==> config.mk <==
export PLATFORM = sky130hd
export DESIGN_NAME = vending_machine_gen
export DESIGN_NICKNAME = d
export VERILOG_FILES = /design/src/rtl/vending_machine_gen.sv
export SDC_FILE = /design/constraint.sdc
export NUM_CORES = 1
export LEC_CHECK = 0
export BUFFER_PORTS_ARGS = -buffer_cell sky130_fd_sc_hd__buf_2
export CORE_ASPECT_RATIO = 0.5
export CORE_MARGIN = 2
export CORE_UTILIZATION = 68
export DETAILED_ROUTE_END_ITERATION = 12
export PLACE_DENSITY_LB_ADDON = 0.15
export SLEW_MARGIN = 10
export SYNTH_ARGS = -nofsm -noshare
export SYNTH_HDL_FRONTEND = slang
export SYNTH_SLANG_ARGS = --single-unit
==> constraint.sdc <==
create_clock -name clock -period 10.7 [get_ports clock]
set_clock_uncertainty 0.2 [all_clocks]
set_input_delay 1.07 -clock clock [delete_from_list [all_inputs] [get_ports clock]]
set_output_delay 1.07 -clock clock [all_outputs]
set_load 0.05 [all_outputs]
==> src/rtl/vending_machine_gen.sv <==
// Parameterised vending machine: per-item stock, coin credit, change payout.
// Ports:
//   clock, reset (async, active high)
//   item_number  : item select, latched on the first accepted coin
//   nickel_in, dime_in, quarter_in : coin inputs (exactly one = valid coin)
//   cancel       : refund credit while collecting
//   restock      : reload all stock counters (IDLE, no coin present)
//   dispense     : one-cycle delivery pulse
//   nickel_out, dime_out : one change coin per cycle
//   coin_reject  : last cycle's coin(s) were not credited
//   credit       : accumulated credit in cents
//   sold_out     : stock of item_number is zero
//   busy         : dispensing or paying change
module vending_machine_gen #(
  parameter int ITEM_W     = 4,
  parameter int CREDIT_W   = 8,
  parameter int PRICE_BASE = 15,
  parameter int PRICE_STEP = 5,
  parameter int STOCK_W    = 4,
  parameter int STOCK_INIT = 5
) (
  input  logic                clock,
  input  logic                reset,
  input  logic [ITEM_W-1:0]   item_number,
  input  logic                nickel_in,
  input  logic                dime_in,
  input  logic                quarter_in,
  input  logic                cancel,
  input  logic                restock,
  output logic                dispense,
  output logic                nickel_out,
  output logic                dime_out,
  output logic                coin_reject,
  output logic [CREDIT_W-1:0] credit,
  output logic                sold_out,
  output logic                busy
);

  localparam int NUM_ITEMS = 2 ** ITEM_W;
  localparam int PRICE_MAX = PRICE_BASE + (NUM_ITEMS - 1) * PRICE_STEP;
  localparam int CREDIT_LIM = 2 ** CREDIT_W;

  // Worst-case credit is just under the top price plus one quarter.
  if ((PRICE_BASE % 5 != 0) || (PRICE_STEP % 5 != 0) ||
      ((PRICE_MAX + 25) % 5 != 0) ||
      (PRICE_BASE >= CREDIT_LIM) || (PRICE_STEP >= CREDIT_LIM) ||
      (PRICE_MAX + 25 >= CREDIT_LIM)) begin : g_bad_params
    $error("vending_machine_gen: illegal price parameters");
  end

  typedef enum logic [1:0] {
    S_IDLE,
    S_COLLECT,
    S_DISPENSE,
    S_CHANGE
  } state_t;

  function automatic logic [CREDIT_W-1:0] price_of(
    input logic [ITEM_W-1:0] idx
  );
    int p;
    p = PRICE_BASE + int'(idx) * PRICE_STEP;
    return p[CREDIT_W-1:0];
  endfunction

  state_t               r_state;
  state_t               w_state_nxt;
  logic [CREDIT_W-1:0]  r_credit;
  logic [CREDIT_W-1:0]  w_credit_nxt;
  logic [CREDIT_W-1:0]  r_change;
  logic [CREDIT_W-1:0]  w_change_nxt;
  logic [ITEM_W-1:0]    r_item;
  logic [ITEM_W-1:0]    w_item_nxt;
  logic                 r_reject;
  logic                 w_reject_nxt;
  logic [STOCK_W-1:0]   r_stock [NUM_ITEMS];

  logic [2:0]           w_coins;
  logic                 w_any;
  logic                 w_valid;
  logic                 w_multi;
  logic [CREDIT_W-1:0]  w_value;
  logic [CREDIT_W-1:0]  w_sum;
  logic [CREDIT_W-1:0]  w_pay;
  logic [STOCK_W-1:0]   w_sel_stock;
  logic                 w_dec;
  logic                 w_restock;

  assign w_coins     = {quarter_in, dime_in, nickel_in};
  assign w_any       = |w_coins;
  assign w_valid     = $onehot(w_coins);
  assign w_multi     = w_any & ~w_valid;
  assign w_sum       = r_credit + w_value;
  assign w_sel_stock = r_stock[item_number];
  assign w_pay       = (r_change >= CREDIT_W'(10)) ?
                       CREDIT_W'(10) : CREDIT_W'(5);

  always_comb begin
    w_value = '0;
    case (w_coins)
      3'b001:  w_value = CREDIT_W'(5);
      3'b010:  w_value = CREDIT_W'(10);
      3'b100:  w_value = CREDIT_W'(25);
      default: w_value = '0;
    endcase
  end

  always_ff @(posedge clock or posedge reset) begin
    if (reset) begin
      r_state  <= S_IDLE;
      r_credit <= '0;
      r_change <= '0;
      r_item   <= '0;
      r_reject <= 1'b0;
    end else begin
      r_state  <= w_state_nxt;
      r_credit <= w_credit_nxt;
      r_change <= w_change_nxt;
      r_item   <= w_item_nxt;
      r_reject <= w_reject_nxt;
    end
  end

  always_comb begin
    w_state_nxt  = r_state;
    w_credit_nxt = r_credit;
    w_change_nxt = r_change;
    w_item_nxt   = r_item;
    w_reject_nxt = 1'b0;
    w_dec        = 1'b0;
    w_restock    = 1'b0;
    unique case (r_state)
      S_IDLE: begin
        if (w_multi) begin
          w_reject_nxt = 1'b1;
        end else if (w_valid) begin
          if (w_sel_stock == '0) begin
            w_reject_nxt = 1'b1;
          end else begin
            w_item_nxt   = item_number;
            w_credit_nxt = w_value;
            if (w_value >= price_of(item_number))
              w_state_nxt = S_DISPENSE;
            else
              w_state_nxt = S_COLLECT;
          end
        end else if (restock) begin
          w_restock = 1'b1;
        end
      end
      S_COLLECT: begin
        if (cancel) begin
          // Any coin alongside cancel is bounced, not refunded.
          w_change_nxt = r_credit;
          w_credit_nxt = '0;
          w_state_nxt  = S_CHANGE;
          w_reject_nxt = w_any;
        end else if (w_multi) begin
          w_reject_nxt = 1'b1;
        end else if (w_valid) begin
          w_credit_nxt = w_sum;
          if (w_sum >= price_of(r_item))
            w_state_nxt = S_DISPENSE;
        end
      end
      S_DISPENSE: begin
        w_reject_nxt = w_any;
        w_dec        = 1'b1;
        w_change_nxt = r_credit - price_of(r_item);
        w_credit_nxt = '0;
        if (r_credit != price_of(r_item))
          w_state_nxt = S_CHANGE;
        else
          w_state_nxt = S_IDLE;
      end
      S_CHANGE: begin
        w_reject_nxt = w_any;
        if (r_change <= w_pay) begin
          w_change_nxt = '0;
          w_state_nxt  = S_IDLE;
        end else begin
          w_change_nxt = r_change - w_pay;
        end
      end
      default: w_state_nxt = S_IDLE;
    endcase
  end

  always_ff @(posedge clock or posedge reset) begin
    if (reset) begin
      for (int i = 0; i < NUM_ITEMS; i++)
        r_stock[i] <= STOCK_W'(STOCK_INIT);
    end else if (w_restock) begin
      for (int i = 0; i < NUM_ITEMS; i++)
        r_stock[i] <= STOCK_W'(STOCK_INIT);
    end else if (w_dec) begin
      r_stock[r_item] <= r_stock[r_item] - STOCK_W'(1);
    end
  end

  // Pulses come straight from registers, so they cannot glitch.
  assign dispense    = (r_state == S_DISPENSE);
  assign dime_out    = (r_state == S_CHANGE) &&
                       (r_change >= CREDIT_W'(10));
  assign nickel_out  = (r_state == S_CHANGE) &&
                       (r_change != '0) &&
                       (r_change < CREDIT_W'(10));
  assign coin_reject = r_reject;
  assign credit      = r_credit;
  assign busy        = (r_state == S_DISPENSE) ||
                       (r_state == S_CHANGE);
  assign sold_out    = ~reset & (w_sel_stock == '0);

endmodule

Yosys cells after proc, flatten, opt, wreduce, memory -nomap -nowiden. Index checks and enable logic that the tools add are counted.

Eq/ne operators: 16. Magnitude comparators: 8. Add/subtract/negate cells: 8. Bitwise operators: 8. Mux-type cells: 45. $mul: 2. Reductions and logical operators: 17.

Operator list (count): 64-bit 2-to-1 mux (2); 64-bit bitwise mux (1); 8-bit 2-to-1 mux (8); 8-bit one-hot mux with 3 select lines (2); 4-bit binary-select mux with 4-bit select (2); 4-bit 2-to-1 mux (6); 2-bit 2-to-1 mux (10); 4-bit by 7-bit adder with 8-bit output, first input constant (2); 4-bit demux with 4-bit select (1); 8-bit greater-or-equal comparator (2); 5-bit one-hot mux with 3 select lines (1); 4-bit by 3-bit multiplier with 7-bit output, second input constant (2); 5-bit greater-or-equal comparator, second input constant (2); 1-bit 2-to-1 mux (10); 2-bit inequality test, second input constant (5); 4-bit NOT with 5-bit output (2); 3-bit inequality test, second input constant (3); 8-bit adder (1); 8-bit by 4-bit greater-or-equal comparator with 1-bit output, second input constant (1); 8-bit by 4-bit less-or-equal comparator with 1-bit output (1); 8-bit by 4-bit less-than comparator with 1-bit output, second input constant (1); 8-bit inequality test (1); 2-bit one-hot mux with 4 select lines (1); 8-bit nonzero test (1); other kinds (26) (36).

Register bits: 87. Output and inout bits: 14. Word-level logic and storage cells: 125. Input bits: 11.

Logic depth before layout (Yosys ltp). Gate-level depths: netlist of the first run.

Depth in word-level cells: 9. Gate-level depth with buffers: 17. Depth with buffers taken out: 17.

Worst setup path after synthesis of the first run. Ideal clock, no wire load.

Kind: register to register. Start: register r_item[1]. End: register r_change[7]. Setup slack: 6538 ps. Period minus slack after synthesis: 4162 ps. Required time: 10374 ps. Buffers on the path: 2. Arrival: 3836 ps. Setup time: 126 ps. Stages on the path, launching flop included: 15. Cell sequence: dfrtp_1 > clkbuf_1 > buf_1 > inv_1 > fa_1 > ha_1 > a21o_1 > a21oi_1 > xor2_1 > ha_1 > or3_1 > o21ai_0 > a211oi_1 > o21a_1 > o32a_1.

Word-level cells in the longest chain between the ends: 4.

Ends and longest elaborated chain: start: declaration (line 72) `logic [ITEM_W-1:0] r_item;`; start signal: assignment (line 119) `r_item <= w_item_nxt;`; 4-bit by 3-bit multiplier with 7-bit output (line 62) `p = PRICE_BASE + int'(idx) * PRICE_STEP;`; 4-bit by 7-bit adder with 8-bit output (line 62); 8-bit subtractor (line 169) `w_change_nxt = r_credit - price_of(r_item);`; 8-bit one-hot mux with 3 select lines (line 132) `unique case (r_state)`; end signal: assignment (line 118) `r_change <= w_change_nxt;`; end: declaration (line 70) `logic [CREDIT_W-1:0] r_change;`.

Every way passes these cells. A chain may end at the register's enable or synchronous reset.

Worst setup path after layout of the first run.
Start: register r_item[0]. End: register r_change[7].

Same word-level chain as after synthesis.

==> flow_metrics.py, run 1 <==
metrics = {
    "yosys": {
        "synthMuxAreaShare_pct": 12.10,
        "synth-edff-count": 0,
        "ys_seq_area_share_pct": 35.73,
        "synth_top_cell_by_area": "dfrtp_1",
        "synth_warnings": 0,
        "ys_async_sr_fraction_pct": 100.0,
        "synthSimpleGateAreaFrac_pct": 16.75,
        "synth-adder-area-share_pct": 12.50,
        "yosys-top-cells-count": "nor2_1, dfrtp_1, nand2_1, ha_1, inv_1",
        "synth_fp_nets": 712,
        "yosys_most_used_dff": "dfrtp_1",
        "ys_seq_elements": 87,
        "synth_area_mm2": 0.006206,
        "synth-xor-area-share_pct": 2.944,
        "syn_inst": 644,
        "synthTopCellsByArea": "dfrtp_1, dfstp_2, ha_1",
        "synth.distinct_cells": 61,
        "yosysMostFrequentCell": "nor2_1",
        "synth_compound_gate_area_share_pct": 15.26,
        "synth.avg_cell_area_um2": 9.637,
        "post-synth-top-area-fraction_pct": 22.18,
        "synth_top_family_by_area": "simple AND/OR/NAND/NOR gates",
    },
    "die": {
        "initial_core_util_pct": 70.53,
        "die_h_um": 71.55,
        "fp.dieW_um": 139.1,
        "num_io_pins": 25,
        "num_rows": 24,
        "die_area_mm2": 0.009953,
        "core_mm2": 0.008798,
    },
    "sta": {
        "slew_viol_final": 0,
        "rsz0062_at_grt": "no",
        "setup_tns_ns": 0,
        "setup_viol_count_final": 0,
        "fmax_mhz": 214.3,
        "setup_ws_ns": 6.034,
        "tightestPinTransition_ns": 1.127,
        "fin_crit_sh_pct": 43.61,
        "hold_violations": 0,
        "fin_crit_ns": 4.666,
        "fin_hold_ws_ns": 0.3187,
        "relSlewSlack_pct": 24.88,
    },
    "pwr": {
        "p_total_mw": 2.454,
        "peakVddDrop_uv": 258.1,
        "power_density_mw_per_mm2": 364.5,
        "leakagePower_nw": 3.132,
    },
    "worst_setup_path": {
        "rrSetupSlack_ns": 6.03,
        "cp_cell_sequence": "inv_1 > ha_1 > fa_1 > a21o_1 > a21oi_1 > xor2_1 > ha_1 > or3_1 > o21ai_0 > a211oi_1 > o21a_1 > o32a_1",
        "slowest_delay_ns": 1.09,
        "crit_required_ns": 10.73,
        "cp-end-kind": "register",
        "cp.arrival_ns": 4.70,
        "cp_max_fo": 20,
        "crit_family": "adder cells",
        "crit_path_frequent_cell": "ha_1",
        "worstSetupPathType": "register to register",
        "start_kind": "register",
        "cpMaxStageDelayCell": "dfrtp_1",
        "timing.critical_path.buf_inv": 1,
    },
    "place": {
        "placed_cells": 767,
        "dpl_cell_area_mm2": 0.006395,
        "portBuffers": 24,
        "dp_slack_ns": 6.022,
        "place_hpwl_um": 11350,
        "place_congestion": 0.9597,
    },
    "cells_and_area": {
        "num_antenna_cells": 0,
        "fin_util_pct": 76.52,
        "area_growth_syn_to_layout_pct": 8.488,
        "multi_input_area_mm2": 0.003696,
        "fin_cells": 783,
        "layout.nets": 729,
        "nFillCells": 591,
        "drive_gt1_share_pct": 16.52,
        "finalInstanceArea_mm2": 0.006733,
        "regArea_mm2": 0.002217,
    },
    "routing": {
        "drt_iter0_markers": 514,
        "wl_per_cell_um": 20.69,
        "via_per_inst": 6.724,
        "ant_nets": 0,
        "route.detailed.drc": 0,
        "drtPass1Iterations": 6,
        "vias": 5265,
        "wirelength_um": 16200,
    },
    "min_path": {
        "hold_class": "register to register",
    },
    "clocking": {
        "clkLatencyLatePin_ns": 0.35,
        "cts_inserted_buffers": 9,
        "holdBufCountCts": 0,
        "cts_root_buf": "clkbuf_16",
        "htree_levels": 3,
        "cts.clk_slew.worst_paths_ns": 0.07,
        "postCtsSetupBuffers": 0,
        "clk_path_buf_depth": 2,
        "cts_tree": "built",
        "cts_resized": 0,
        "cts.sink_count": 87,
    },
    "global_route": {
        "grt_pass1_vias": 5085,
        "antenna_found_initial": 0,
        "grt_pass1_wl_um": 26610,
        "grt_max_degree": 88,
        "gr-total-overflow": 0,
        "grt_usage_pct": 34.16,
    },
    "status": {
        "outcome": "finished, final reports clean",
    },
    "job": {
        "maxCapViolations": 0,
    },
}
==> final timing paths <==
| path | to | cells after the start | startpoint |
|---|---|---|---|
| setup / recovery | r_change[7] | 12 | r_item[0] |
| hold / removal | r_stock[34] | 2 | r_stock[34] |
| setup reg to reg | r_change[7] | 12 | r_item[0] |
| hold reg to reg | r_stock[34] | 2 | r_stock[34] |
| max in group asynchronous | coin_reject | 3 | reset |
| min in group asynchronous | r_stock[63] | 3 | reset |
==> sequential cells by signal, indices dropped and copies added (netlist names) <==
signal,cells
r_change,8
r_stock,64
coin_reject,1
r_state,2
credit,8
r_item,4
==> layout make-up <==
type	count	share of cell area, %
clock buffer	10	3.550
clock inverter	6	1.468
inverter	45	2.527
multi-input combinational	488	54.90
sequential	87	32.93
tap	117	2.174
timing repair buffer	30	2.453
==> report_power, final <==
group          total (mW)  switching, mW  leakage [nW]  internal (mW)
logic                1.43          0.857          1.93          0.569
registers           0.672          0.177          1.04          0.494
clock network       0.357          0.142         0.163          0.215
total                2.45           1.18          3.13           1.28
==> placed cells by master (no fill, tap or decap), types with 5 or more instances in the layout <==
master / netlist / routed
a21oi_1: 40 / 40
buf_2: 2 / 24
nand3_1: 18 / 18
xor2_1: 6 / 6
a221oi_1: 5 / 5
mux4_2: 21 / 21
dfstp_2: 32 / 32
nor4_1: 12 / 12
buf_4: 0 / 6
mux2i_1: 18 / 18
dfrtp_1: 55 / 55
o22ai_1: 5 / 5
nand2_1: 51 / 51
or4_1: 5 / 5
nor3_1: 13 / 13
o211ai_1: 35 / 35
inv_1: 43 / 42
nand2b_1: 5 / 5
o21ai_0: 26 / 26
fa_1: 7 / 7
xnor2_1: 13 / 13
nand4_1: 8 / 8
clkbuf_16: 0 / 9
nor2b_1: 11 / 11
nor2_1: 75 / 75
or3_1: 5 / 5
a31oi_1: 5 / 5
ha_1: 50 / 50
==> kinds of logic after synthesis <==
logic type      count (synthesis)
compound gates                147
fa+ha+maj                      58
flops                          87
mux                            45
xor+xnor                       20
buf+inv                        69
simple gates                  218
==> layer usage <==
layer	wire, um	GRT usage (%)	vias up
met5	0	0	-
met2	7474	56.65	276
met3	1385	7.353	29
met4	273	10.21	0
met1	7069	46.39	2565
li1	-	-	2395
==> worst min-delay path, stage by stage, from the launching register on <==
cell and delay, ns:
dfstp_2 0.38, nand2_1 0.05, o211ai_1 0.08
Power figures use the tool's default switching activity.
==> inputs of run 2 (changes only) <==
CORE_UTILIZATION = 57   (was 68)
clock period = 4.1 ns   (was 10.7 ns; I/O delays follow)
==> run 2 against run 1 <==
Against the previous run:
- utilization shrank 11 points
- cell count grew 4.0%
- register-to-register slack lost 5.6 ns
- die area grew 18%
- hold slack lost 0.24 ns
- non-clock buffer count grew 8
- total power grew to 2.6 times the previous value
- largest power group unchanged
- highest routed layer unchanged
==> flow_metrics.py, run 2 (same netlist as run 1, synthesis figures left out) <==
metrics = {
    "cells_and_area": {
        "num_antenna_cells": 0,
        "finalInstanceArea_mm2": 0.006798,
        "largest_register_ffs": 64,
        "largest-register": "r_stock",
        "area_growth_syn_to_layout_pct": 9.536,
        "layout.nets": 737,
        "layout_common_cells": "nor2_1, dfrtp_1, nand2_1",
        "mostFrequentLayoutCell": "nor2_1",
        "drive_gt1_share_pct": 17.51,
    },
    "die": {
        "initial_core_util_pct": 59.62,
        "fp.dieW_um": 151.6,
        "core_mm2": 0.01041,
        "die_area_mm2": 0.01179,
        "num_io_pins": 25,
        "num_rows": 26,
        "die_h_um": 77.78,
    },
    "clocking": {
        "cts.clk_slew.worst_paths_ns": 0.06,
        "cts_tree": "built",
        "cts_inserted_buffers": 9,
        "htree_levels": 3,
        "postCtsSetupBuffers": 0,
        "clk_path_buf_depth": 2,
        "clkLatencyLatePin_ns": 0.35,
        "cts_root_buf": "clkbuf_16",
        "cts.sink_count": 87,
        "cts_resized": 0,
        "holdBufCountCts": 0,
    },
    "routing": {
        "via_per_inst": 6.323,
        "wirelength_um": 15880,
        "vias": 5147,
        "drtPass1Iterations": 5,
        "wl_per_cell_um": 19.50,
        "route.detailed.drc": 0,
        "ant_nets": 0,
        "drt_iter0_markers": 566,
    },
    "sta": {
        "rsz0062_at_grt": "no",
        "fmax_mhz": 271.7,
        "slew_viol_final": 0,
        "hold_violations": 0,
        "setup_tns_ns": 0,
        "setup_viol_count_final": 0,
        "fin_crit_sh_pct": 89.76,
        "fin_crit_ns": 3.680,
        "relSlewSlack_pct": 34.30,
        "tightestPinTransition_ns": 0.9844,
    },
    "global_route": {
        "grt_pass1_vias": 5115,
        "grt_usage_pct": 29.15,
        "grt_max_degree": 56,
        "antenna_found_initial": 0,
        "gr-total-overflow": 0,
        "grt_pass1_wl_um": 26620,
    },
    "job": {
        "maxCapViolations": 0,
    },
    "pwr": {
        "power_density_mw_per_mm2": 927.0,
        "p_total_mw": 6.302,
        "peakVddDrop_uv": 479.3,
        "leakagePower_nw": 3.160,
    },
    "worst_setup_path": {
        "r2r-start": "r_item[0]",
        "cp_max_fo": 6,
        "cp-end-kind": "register",
        "start_kind": "register",
        "timing.critical_path.from": "r_item[0]",
        "cp.arrival_ns": 3.71,
        "crit_required_ns": 4.13,
        "worstSetupPathType": "register to register",
    },
    "place": {
        "dpl_cell_area_mm2": 0.006484,
        "portBuffers": 24,
        "place_hpwl_um": 11540,
        "place_congestion": 0.9100,
    },
    "status": {
        "outcome": "finished, final reports clean",
    },
    "min_path": {
        "hold_class": "input pin to asynchronous set/reset pin",
    },
}
run 2: cell count changes in the layout (fill, tap and decap cells not counted), sizes merged:
cell,before,now
bufinv,2,1
clkinv,2,3
buf,30,38
run 2: layout make-up:
class	count	area, um2
Clock buffer	10	239.0
Clock inverter	6	75.07
Fill cell	872	3612
Inverter	45	170.2
Multi-Input combinational cell	488	3696
Sequential cell	87	2217
Tap cell	140	175.2
Timing Repair Buffer	38	225.2
run 2: worst max-delay path, cell delays in order, from the launching register on:
cell	delay [ns]
dfrtp_1	0.43
inv_1	0.16
ha_1	0.37
fa_1	0.42
a21o_1	0.18
a21oi_1	0.16
xor2_1	0.22
ha_1	0.31
or3_1	0.36
o21ai_0	0.13
a211oi_1	0.09
o21a_1	0.18
o32a_1	0.34
run 2: through the flow:
step / setup WS, ns / util, % / instances / hold slack [ns]
finish: 0.4197 / 65.30 / 814 / 0.07410
global route: 0.2404 / 65.30 / 814 / 0.1495
CTS: 0.4207 / 65.30 / 814 / 0.09744
detailed placement: 0.3218 / 62.28 / 798 / 0.3013
global placement: 0.3545 / 62.28 / 798 / 0.2952
floorplan: 0.09356 / - / 644 / 0.2843
run 2: routing by layer:
| layer | global-route usage, % | part of all wire (%) | vias to the layer above |
|---|---|---|---|
| met5 | 0 | 0 | - |
| met4 | 6.296 | 0.99 | 0 |
| met3 | 7.000 | 7.4 | 13 |
| met2 | 46.47 | 47 | 214 |
| met1 | 40.78 | 45 | 2507 |
| li1 | - | - | 2413 |
run 2: final timing paths:
path	endpoint	depth (start not counted)	slack, ns
max in group asynchronous	r_stock[52]	3	2.78
max reg2reg	r_change[7]	12	0.42
min in group clock	r_item[3]	3	0.21
min reg2reg	r_stock[6]	2	0.31
min	r_stock[61]	2	0.07
max	r_change[7]	12	0.42
run 2: power by group:
part	internal, mW	switching, mW
Combinational	1.51	2.29
Clock	0.499	0.368
Sequential	1.29	0.335
Total	3.30	3.00
==> inputs of run 3 (changes only) <==
--- a/config.mk
+++ b/config.mk
@@ -7,5 +7,5 @@
 export LEC_CHECK = 0
 export BUFFER_PORTS_ARGS = -buffer_cell sky130_fd_sc_hd__buf_2
-export CORE_ASPECT_RATIO = 0.5
+export CORE_ASPECT_RATIO = 1.2
 export CORE_MARGIN = 2
 export CORE_UTILIZATION = 57
==> constraint.sdc (replaced) <==
create_clock -name clock -period 4.1 [get_ports clock]
set_clock_uncertainty 0.2 [all_clocks]
set_input_delay 0.82 -clock clock [delete_from_list [all_inputs] [get_ports clock]]
set_output_delay 0.82 -clock clock [all_outputs]
set_load 0.05 [all_outputs]
==> run 3 against run 2 <==
Against the previous run:
- total power is 0.95% lower
- critical path depth is 6 higher
- hold slack better by 0.23 ns
- clock-buffer cell count is 1 higher
==> flow_metrics.py, run 3 (same netlist as run 1, synthesis figures left out) <==
metrics = {
    "sta": {
        "tightestPinTransition_ns": 1.068,
        "relSlewSlack_pct": 28.81,
        "setup_viol_count_final": 0,
        "slew_viol_final": 0,
        "fin_crit_ns": 3.748,
        "fmax_mhz": 266.8,
        "hold_violations": 0,
        "rsz0062_at_grt": "no",
        "setup_tns_ns": 0,
        "fin_crit_sh_pct": 91.42,
    },
    "pwr": {
        "leakagePower_nw": 3.168,
        "power_density_mw_per_mm2": 918.3,
        "p_total_mw": 6.241,
        "switching_share_pct": 47.63,
        "p_clk_share_pct": 12.4,
        "p_int_mw": 3.268,
        "p_sw_mw": 2.973,
        "p_seq_share_pct": 25.8,
        "peakVddDrop_uv": 468.3,
        "power_frac_comb_pct": 61.7,
    },
    "routing": {
        "wirelength_um": 15660,
        "wl_per_cell_um": 19.38,
        "drt_iter0_markers": 275,
        "vias": 5129,
        "route.detailed.drc": 0,
        "drtPass1Iterations": 5,
        "ant_nets": 0,
        "via_per_inst": 6.348,
    },
    "min_path": {
        "min-delay-start": "r_stock[20]",
        "hold_class": "register to register",
    },
    "cells_and_area": {
        "area_growth_syn_to_layout_pct": 9.516,
        "largest_register_ffs": 64,
        "num_antenna_cells": 0,
        "layout_common_cells": "nor2_1, dfrtp_1, nand2_1",
        "regArea_mm2": 0.002217,
        "multi_input_area_mm2": 0.003696,
        "largest-register": "r_stock",
        "nFillCells": 883,
        "mostFrequentLayoutCell": "nor2_1",
        "layout.nets": 742,
        "drive_gt1_share_pct": 17.97,
    },
    "global_route": {
        "antenna_found_initial": 0,
        "grt_pass1_wl_um": 26380,
        "grt_pass1_vias": 5166,
        "grt_max_degree": 88,
        "gr-total-overflow": 0,
        "grt_usage_pct": 28.21,
    },
    "die": {
        "fp.dieW_um": 99.25,
        "die_area_mm2": 0.01174,
        "initial_core_util_pct": 58.73,
        "core_mm2": 0.01057,
        "num_rows": 41,
        "num_io_pins": 25,
        "die_h_um": 118.3,
    },
    "clocking": {
        "cts_resized": 0,
        "cts_tree": "built",
        "holdBufCountCts": 0,
        "htree_levels": 3,
        "cts_root_buf": "clkbuf_16",
        "clkLatencyLatePin_ns": 0.35,
        "clk_path_buf_depth": 2,
        "cts.clk_slew.worst_paths_ns": 0.06,
        "cts.sink_count": 87,
        "postCtsSetupBuffers": 0,
        "cts_inserted_buffers": 9,
    },
    "worst_setup_path": {
        "cp_cell_sequence": "buf_2 > inv_1 > nor3_1 > nor2_1 > inv_1 > ha_1 > ha_1 > a21oi_1 > o21ai_1 > a21oi_1 > nor2_1 > xnor2_1 > ha_1 > a21oi_1 > nand2_1 > a31oi_1 > a211oi_1 > mux2_2",
        "worstSetupPathType": "input pin to register",
        "cp.arrival_ns": 3.77,
        "timing.critical_path.from": "nickel_in",
        "r2r-end": "r_change[7]",
        "slowest_delay_ns": 0.38,
        "cp-endpoint": "r_state[1]",
        "rrSetupSlack_ns": 0.41,
        "r2r-start": "r_item[1]",
        "cp-end-kind": "register",
        "crit_required_ns": 4.13,
        "cpMaxStageDelayCell": "a211oi_1",
        "ff2ff_path_depth": 12,
        "start_kind": "input pin",
        "cp_max_fo": 7,
    },
    "place": {
        "place_hpwl_um": 11660,
        "place_congestion": 0.9237,
        "portBuffers": 24,
    },
    "job": {
        "maxCapViolations": 0,
    },
    "status": {
        "outcome": "finished, final reports clean",
    },
}
[run 3: cell count changes in the layout (fill, tap and decap cells not counted)]
cell,before,now
buf_4,14,18
inv_6,2,0
o21ai_1,0,1
inv_8,1,0
clkinv_2,1,3
clkbuf_1,0,1
o21ai_0,26,25
buf_12,0,1
clkinvlp_4,1,2
bufinv_16,1,0
[run 3: power by group through the flow]
| stage | clock (mW) | combinational, mW | sequential, mW |
|---|---|---|---|
| final | 0.777 | 3.85 | 1.61 |
| after floorplan | 0 | 2.83 | 1.59 |
| after global placement | 0 | 3.71 | 1.60 |
| after global routing | 0.824 | 4.27 | 1.66 |
| after CTS | 0.788 | 3.85 | 1.60 |
| after detailed placement | 0 | 3.82 | 1.61 |
[run 3: layout make-up]
| class | count | area share, % |
|---|---|---|
| clock buffer | 11 | 3.571 |
| sequential | 87 | 32.62 |
| clock inverter | 5 | 0.4971 |
| multi-input combinational | 488 | 54.38 |
| timing repair buffer | 43 | 4.050 |
| inverter | 45 | 2.504 |
| tap | 129 | 2.375 |
[run 3: through the flow]
stage / setup WS [ns] / cell area (um2) / cells / util (%) / hold slack [ns]
3_3_place_gp: 0.1429 / 6520 / 792 / 61.70 / 0.2950
2_1_floorplan: 0.09356 / 6207 / 644 / - / 0.2843
6_report: 0.3518 / 6797 / 808 / 64.31 / 0.3090
3_5_place_dp: 0.001871 / 6520 / 792 / 61.70 / 0.2998
5_1_grt: 0.05191 / 6797 / 808 / 64.31 / 0.3347
4_1_cts: 0.3382 / 6797 / 808 / 64.31 / 0.3135
[run 3: worst min-delay path by stage]
stage	cells past startpoint	end	slack, ns
final	2	r_stock[20]	0.31
after global routing	2	r_stock[50]	0.33
after CTS	2	r_stock[20]	0.31
after detailed placement	2	r_stock[38]	0.30
after global placement	2	r_stock[62]	0.29
after floorplan	2	r_stock[36]	0.28
[run 3: worst max-delay path, delay by kind of cell]
family | cells | cell delay, ns
AO/OA/AOI/OAI | 6 | 1.03
multiplexers | 1 | 0.38
XOR/XNOR | 1 | 0.15
adder cells (fa/ha/maj) | 3 | 0.71
AND/OR/NAND/NOR | 4 | 0.36
buffers and inverters | 3 | 0.31
[run 3: routing by layer]
metal | up-vias | wire (um) | global-route usage, %
li1 | 2423 | - | -
met1 | 2510 | 6373 | 36.33
met2 | 164 | 8061 | 48.18
met3 | 32 | 746 | 3.607
met4 | 0 | 474 | 10.79
met5 | - | 0 | 0
